## src/rtl/panel_pkg.sv

```systemverilog
// Shared definitions for the front-panel blocks (lamp driver and switch reader).
// Contents:
//   PANEL_NUM_SW : number of panel switch/lamp positions
//   idx_w()      : index width needed to address a given number of positions
//   cnt_w()      : debounce counter width for a given hold time in cycles
//   sw_event_t   : switch-change event record {index, pressed}
package panel_pkg;

   // One switch per lamp position; the lamp driver uses the same count.
   localparam int unsigned PANEL_NUM_SW = 11;

   // Bits needed to address n positions (at least one bit).
   function automatic int unsigned idx_w(input int unsigned n);
      return (n <= 1) ? 1 : $clog2(n);
   endfunction

   // Counter width able to hold 0 .. dc-1; the counter clears at dc-1 so it never wraps.
   function automatic int unsigned cnt_w(input int unsigned dc);
      return (dc <= 2) ? 1 : $clog2(dc);
   endfunction

   localparam int unsigned PANEL_IDX_W = idx_w(PANEL_NUM_SW);

   // Event record as seen by the panel controller.
   typedef struct packed {
      logic [PANEL_IDX_W-1:0] index;
      logic                   pressed;
   } sw_event_t;

endpackage

```

## src/rtl/switch_debounce.sv

```systemverilog
// One switch channel: 2-flop synchronizer, hold-time counter and stable level.
// Ports:
//   clock, reset : rising-edge clock, synchronous active-high reset
//   i_sw         : raw asynchronous contact (1 = closed)
//   o_state      : debounced level (registered)
//   o_chg_c      : combinational strobe, high in the cycle whose edge flips o_state
//   o_lvl_c      : combinational, the level o_state takes when o_chg_c is high
module switch_debounce
   import panel_pkg::*;
#(
   parameter int unsigned DEBOUNCE_CYCLES = 16
) (
   input  logic clock,
   input  logic reset,
   input  logic i_sw,
   output logic o_state,
   output logic o_chg_c,
   output logic o_lvl_c
);

   localparam int unsigned           CNT_W    = cnt_w(DEBOUNCE_CYCLES);
   localparam logic [CNT_W-1:0]      CNT_LAST = CNT_W'(DEBOUNCE_CYCLES - 1);

   logic             r_meta;
   logic             r_sync;
   logic             r_state;
   logic [CNT_W-1:0] r_cnt;

   logic             w_diff;
   logic             w_hit;

   assign w_diff = r_sync ^ r_state;
   // Last cycle of the hold window with the synchronized level still different.
   assign w_hit  = w_diff && (r_cnt == CNT_LAST);

   // Synchronizer, counter and stable level.
   always_ff @(posedge clock) begin
      if (reset) begin
         r_meta  <= 1'b0;
         r_sync  <= 1'b0;
         r_state <= 1'b0;
         r_cnt   <= '0;
      end else begin
         r_meta <= i_sw;
         r_sync <= r_meta;
         if (!w_diff) begin
            // Back at (or still at) the stable level: restart the hold window.
            r_cnt <= '0;
         end else if (w_hit) begin
            r_state <= r_sync;
            r_cnt   <= '0;
         end else begin
            r_cnt <= r_cnt + CNT_W'(1);
         end
      end
   end

   assign o_state = r_state;
   assign o_chg_c = w_hit;
   assign o_lvl_c = r_sync;

endmodule

```

## src/rtl/panel_switch_reader.sv

```systemverilog
// Front-panel switch reader: debounces each switch and queues one change event
// per debounced transition, drained by the panel controller over valid/ready.
// Ports:
//   clock, reset   : rising-edge clock, synchronous active-high reset
//   switch_in      : raw switch contacts, 1 = closed
//   switch_state   : debounced level per switch
//   event_valid    : an event is presented
//   event_ready    : consumer accepts the presented event
//   event_index    : 0-based switch number of the presented event
//   event_pressed  : 1 = debounced 0->1 change, 0 = 1->0 change
//   overflow_err   : sticky, a switch changed again while its event was pending
module panel_switch_reader
   import panel_pkg::*;
#(
   parameter int unsigned NUM_SW          = PANEL_NUM_SW,
   parameter int unsigned DEBOUNCE_CYCLES = 16,
   parameter int unsigned IDX_W           = idx_w(NUM_SW)
) (
   input  logic              clock,
   input  logic              reset,
   input  logic [NUM_SW-1:0] switch_in,
   output logic [NUM_SW-1:0] switch_state,
   output logic              event_valid,
   input  logic              event_ready,
   output logic [IDX_W-1:0]  event_index,
   output logic              event_pressed,
   output logic              overflow_err
);

   logic [NUM_SW-1:0] w_state;
   logic [NUM_SW-1:0] w_chg;
   logic [NUM_SW-1:0] w_lvl;

   logic [NUM_SW-1:0] r_pend;
   logic [NUM_SW-1:0] r_dir;
   logic              r_valid;
   logic [IDX_W-1:0]  r_idx;
   logic              r_pressed;
   logic              r_ovf;

   logic              w_free;
   logic              w_load;
   logic [NUM_SW-1:0] w_sel_oh;
   logic [NUM_SW-1:0] w_clr;
   logic [IDX_W-1:0]  w_sel_idx;
   logic              w_sel_dir;
   logic              w_ovf_hit;

   // One debounce channel per switch.
   for (genvar g = 0; g < NUM_SW; g++) begin : g_ch
      switch_debounce #(
         .DEBOUNCE_CYCLES (DEBOUNCE_CYCLES)
      ) u_deb (
         .clock   (clock),
         .reset   (reset),
         .i_sw    (switch_in[g]),
         .o_state (w_state[g]),
         .o_chg_c (w_chg[g]),
         .o_lvl_c (w_lvl[g])
      );
   end

   // Output slot is free when empty or being drained this cycle.
   assign w_free   = !r_valid || event_ready;

   // Isolate the lowest pending bit: fixed priority, lowest index wins.
   assign w_sel_oh = r_pend & ~(r_pend - NUM_SW'(1));
   assign w_load   = w_free && (|r_pend);
   assign w_clr    = w_load ? w_sel_oh : '0;
   assign w_sel_dir = |(r_dir & w_sel_oh);

   // Encode the one-hot selection into an index.
   always_comb begin
      w_sel_idx = '0;
      for (int i = 0; i < NUM_SW; i++) begin
         if (w_sel_oh[i]) begin
            w_sel_idx = IDX_W'(i);
         end
      end
   end

   // A change on a switch whose event is still queued (and not leaving this edge).
   assign w_ovf_hit = |(w_chg & r_pend & ~w_clr);

   // Pending/direction bits, output slot and sticky overflow.
   always_ff @(posedge clock) begin
      if (reset) begin
         r_pend    <= '0;
         r_dir     <= '0;
         r_valid   <= 1'b0;
         r_idx     <= '0;
         r_pressed <= 1'b0;
         r_ovf     <= 1'b0;
      end else begin
         // A fresh change re-arms its pend bit even if it is loaded this edge.
         r_pend <= (r_pend & ~w_clr) | w_chg;
         r_dir  <= (r_dir & ~w_chg) | (w_lvl & w_chg);

         if (w_ovf_hit) begin
            r_ovf <= 1'b1;
         end

         if (w_load) begin
            r_valid   <= 1'b1;
            r_idx     <= w_sel_idx;
            r_pressed <= w_sel_dir;
         end else if (w_free) begin
            r_valid <= 1'b0;
         end
      end
   end

   assign switch_state  = w_state;
   assign event_valid   = r_valid;
   assign event_index   = r_idx;
   assign event_pressed = r_pressed;
   assign overflow_err  = r_ovf;

endmodule

```

## config.mk

```make
export PLATFORM = sky130hd
export DESIGN_NAME = panel_switch_reader
export DESIGN_NICKNAME = d
export VERILOG_FILES = /design/src/rtl/panel_pkg.sv /design/src/rtl/switch_debounce.sv /design/src/rtl/panel_switch_reader.sv
export SDC_FILE = /design/constraint.sdc
export NUM_CORES = 1
export LEC_CHECK = 0
export CAP_MARGIN = 20
export CORE_MARGIN = 5
export CORE_UTILIZATION = 55
export CTS_CLUSTER_DIAMETER = 120
export CTS_CLUSTER_SIZE = 30
export DETAILED_ROUTE_END_ITERATION = 10
export PLACE_DENSITY = 0.76
export RECOVER_POWER = 50
export SYNTH_ARGS = -nofsm -noshare
export SYNTH_HDL_FRONTEND = slang
export SYNTH_SLANG_ARGS = --single-unit
```

## constraint.sdc

```tcl
create_clock -name clock -period 2.25 [get_ports clock]
set_input_delay 0.225 -clock clock [delete_from_list [all_inputs] [get_ports clock]]
set_output_delay 0.225 -clock clock [all_outputs]
set_load 0.01 [all_outputs]
```

Word-level counts from Yosys, hierarchy flattened
Index checks and enable logic that the tools add are counted.

Register bits: 106. Latch bits: 0. Memory bits (writable): 0. Bits in read-only memories: 0. Output and inout bits: 18. Logic and storage cells: 160. Memories kept: 0.

Add/subtract/negate cells: 12. Multipliers: 0. Divide/modulo/power cells: 0. Order comparisons: 0. Equal/unequal tests: 11. Shift operators: 0. Muxes and demuxes: 13. Bitwise gates (word level): 34. Reduce and logical (&&, ||, !) cells: 40.

Operators by type and width (number): 11-bit AND (7); 4-bit by 1-bit adder with 4-bit output (second input constant) (11); 4-bit == test (second input constant) (11); 4-bit 2-to-1 mux (9); 11-bit inverter (3); 11-bit OR reduction (3); 3-bit OR reduction (11); 11-bit bitwise OR (2); 2-bit AND reduction (11); 1-bit logical AND (12); 11-bit 2-to-1 mux (1); 1-bit inverter (11); 11-bit by 1-bit subtractor with 11-bit output (second input constant) (1); 1-bit bitwise XOR (11); 1-bit 2-to-1 mux (3); 2-bit nonzero test (1); 1-bit logical NOT (1); 1-bit logical OR (1).

Depth between registers and ports, before layout
Depth after elaboration: 13. Gate-level depth with buffers: 6. Mapped depth without buffers: 6.

Cells and area by module
A second synthesis with hierarchy kept.

Cells, all modules: 429. Area total of the unflattened synthesis: 4124.0 µm².

By module, submodules not included: switch_debounce at g_ch[0].u_deb ... (times used 10, cells each 24, area an instance 247.7 µm², seq. area each 140.1 µm²); panel_switch_reader (times used 1, cells each 165, area an instance 1397.6 µm², seq. area each 580.6 µm²); switch_debounce at g_ch[9].u_deb (times used 1, cells each 24, area an instance 249.0 µm², seq. area each 140.1 µm²).

Worst setup path before layout
OpenSTA, ideal clock, no wires.

Kind: register -> register. Start: register r_pend[1]. End: register r_ovf, in the netlist overflow_err. Library setup time: 0.139 ns. Arrival: 1.664 ns. Data required time: 2.111 ns. Path slack: 0.446 ns. Stages on the path, launching flop included: 6. Buffers on the path: 0. Path through: dfxtp_1 -> or3_4 -> or4_4 -> o21bai_1 -> a311oi_1 -> a41oi_1.

Longest elaborated chain between the ends: 7. Elaborated cells on any way between the ends: 10. Classes of those cells: add/sub (1); mux (1); bitwise (5); reduce/logical (3).

RTL lines: start: declaration (line panel_switch_reader.sv:34) `logic [NUM_SW-1:0] r_pend;`; start signal: assignment (line panel_switch_reader.sv:96) `r_pend <= (r_pend & ~w_clr) | w_chg;`; 11-bit by 1-bit subtractor with 11-bit output (line panel_switch_reader.sv:67) `assign w_sel_oh = r_pend & ~(r_pend - NUM_SW'(1));`; 11-bit inverter (line panel_switch_reader.sv:67); 11-bit AND (line panel_switch_reader.sv:67); 11-bit 2-to-1 mux (line panel_switch_reader.sv:69) `assign w_clr = w_load ? w_sel_oh : '0;`; 11-bit inverter (line panel_switch_reader.sv:83) `assign w_ovf_hit = |(w_chg & r_pend & ~w_clr);`; 11-bit AND * (line panel_switch_reader.sv:83); 11-bit OR reduction * (line panel_switch_reader.sv:83); end signal: assignment (line panel_switch_reader.sv:93) `r_ovf <= 1'b0;`; end signal: assignment (line panel_switch_reader.sv:100) `r_ovf <= 1'b1;`; end: declaration (line panel_switch_reader.sv:39) `logic r_ovf;`.

Mark *: on every way between the ends. The rest lies on a longest branch, timed or not. A chain may end at the register's enable or synchronous reset.

Worst setup path after layout
Ends and elaborated chain as after synthesis.

==> impl_metrics.ini <==
[critical_path]
cp_slowest_cell = or3_4
worstSetupStartpoint = r_pend[1]
r2r_setup_slack_ns = 0.26
crit_chain = or3_4 -> or4_4 -> o21bai_1 -> a311oi_1 -> a41oi_1
cp.required_ns = 2.45
crit_end = overflow_err
path_class = reg -> reg
rr_startpoint = r_pend[1]
worstSetupStartpointType = flop
worstPathMaxFanout = 7
cp-end-kind = flop
crit_arrival_ns = 2.19
rr_worst_depth = 5
slowest_delay_ns = 0.45
r2r_end = overflow_err

[timing]
layout_min_cycle_time_ns = 1.988
setup_violations = 0
fin_tns_setup_ns = 0
max_freq_mhz = 503.0
slew_violations = 0
finClkSkew_ns = 0.009349
worst_pin_slew_ns = 1.195
setup_ws_ns = 0.2618
relSlewSlack = 0.2035
rsz0062_at_grt = no
final.period_utilization = 0.8836
finalHoldViolCount = 0

[flow_run]
drv_cap = 0

[cells_and_area]
diodes = 0
final_common_cell = dfxtp_1
syn_to_final_growth_pct = 13.34
nFillCells = 560
final_core_util = 0.6328
finalNetCount = 443
drive_gt1_frac = 0.07092
final_cell_mix = dfxtp_1, nor2_1, clkdlybuf4s50_1
design_area_um2 = 4252

[yosys]
synth_ff_type = dfxtp_1
synth_edf_count = 0
synth_seq_area_share = 0.5070
ys_types = 43
syn_area_um2 = 3751
yosys_warnings = 0
syn_area_per_cell_um2 = 9.545
ys_ff_latch = 95
netlist_instances = 393
synthesis.nets = 418
async_reset_ff_frac = 0

[global_route]
grt_pass1_wl_mm = 11.65
grt_remaining_overflow = 0
grt_max_degree = 34
grt_pass1_vias = 2595
track_usage = 0.1691
antenna_found_initial = 0

[route]
vias_per_cell = 5.330
drt_iter0_markers = 148
drt_pass1_iterations = 4
wirelength_mm = 6.501
vias = 2681
drc = 0
ant_nets = 0
wire_per_inst_um = 12.92

[hold_path]
hold_depth = 2
hold_class = in -> reg

[floorplanning]
core-area_um2 = 6719
rows = 30
start_util = 0.5583
dieArea_um2 = 8572
io_pins = 32
dieHeight_um = 92.59
fp.dieW_um = 92.59

[placed_design]
dp_slack_ns = 0.2551
numPortBuffers = 31
place_congestion = 0.8393
dpl-instance-area_um2 = 4083
dpl.hpwl_mm = 4.722

[clock_network]
cts_max_level = 3
cts-root-buf = clkbuf_8
clock_path_buffers = 2
path_clk_slew_ns = 0.09
cts_buffers = 9
clock_latency_ns = 0.35
post-cts-setup-buffers = 0
cts_tree = done
cts_num_sinks = 95
ctsHoldBuffers = 0
post_cts_resized = 0

[pwr]
p_leak_nw = 1.674
peakVddDrop_uv = 373.3
power_w = 0.002866
p_per_area_nw_per_um2 = 674.0

[status]
status = finished clean
-- flip-flops by register name, indices dropped and copies added, names as in the netlist, named ones only --
| signal | cells |
|---|---|
| g_ch.u_deb.r_cnt | 44 |
| g_ch.u_deb.o_lvl_c | 11 |
| g_ch.u_deb.r_meta | 11 |
| r_pend | 11 |
| g_ch.u_deb.o_state | 8 |
| event_index | 4 |
| event_pressed | 1 |
| event_valid | 1 |
| overflow_err | 1 |
-- worst min-delay path by stage --
stage / from / endpoint
after floorplan: switch_in[0] / g_ch[0].u_deb.r_meta
after detailed placement: g_ch[9].u_deb.r_meta / g_ch[9].u_deb.o_lvl_c
final: switch_in[8] / g_ch[8].u_deb.r_meta
after CTS: reset / g_ch[10].u_deb.o_state
after global placement: g_ch[8].u_deb.r_meta / g_ch[8].u_deb.o_lvl_c
after global routing: switch_in[5] / g_ch[5].u_deb.r_meta
-- final cells by class --
type                    count  area, um^2  area share
flip-flops and latches     95        1902      0.4473
clock buffers              10       127.6     0.03002
well taps                  80       100.1     0.02354
multi-input cells         272        1710      0.4023
clock inverters             6       61.31     0.01442
repair buffers             36       335.3     0.07887
inverters                   4       15.01    0.003531
-- power breakdown --
group	leakage, nW	internal [W]	switching [W]
logic	0.808	0.0000394	0.0000384
registers	0.771	0.00170	0.0000126
clock network	0.0960	0.000510	0.000561
-- metrics by stage --
stage	instances	hold slack, ns
detailed placement	487	0.4266
CTS	503	0.3218
global placement	487	0.4183
floorplan	393	0.3532
finish	503	0.4159
global route	503	0.3952
-- worst max-delay path, delay by kind of cell (launching register included) --
kind	cells	cell delay, ns
DFF	1	0.38
and+or+nand+nor	2	0.87
AOI/OAI and AO/OA	3	0.59
-- cells by family (layout without fill, tap and decap cells) --
kind of cell / count (synthesis) / after routing / share of synthesized area
and+or+nand+nor: 171 / 171 / 0.2315
DFF: 95 / 95 / 0.5070
AOI/OAI and AO/OA: 45 / 45 / 0.07906
xor gates and xnor gates: 34 / 34 / 0.07939
buffers and inverters: 26 / 56 / 0.03702
adders and majority gates: 11 / 11 / 0.03669
muxes: 11 / 11 / 0.02935
-- synth_stat cells, types with 3 or more instances --
cell type,count,area (um^2)
xor2_1,13,113.9
nor2b_1,26,162.7
dfxtp_1,95,1902
or2_2,7,43.79
nor3_1,12,60.06
o22ai_1,3,18.77
nand4_1,3,18.77
nand2_1,14,52.55
nor2_1,61,229.0
and3_1,13,81.33
inv_1,4,15.01
buf_4,11,82.58
a21oi_1,14,70.07
clkbuf_1,11,41.29
ha_1,11,137.6
o21bai_1,3,22.52
or3_1,4,25.02
xnor2_1,21,183.9
nand3_1,20,100.1
o31ai_1,3,22.52
o21ai_0,7,35.03
mux2i_1,11,110.1
-- per-layer routing --
metal  vias up  part of all wire  GRT usage
met5         -                 0          0
met4         0             0.020    0.09406
met3        10             0.049    0.03737
met2        58              0.44     0.2568
met1      1218              0.49     0.2223
li1       1395                 -          -
Note: power is estimated with default switching activity, not from simulation.
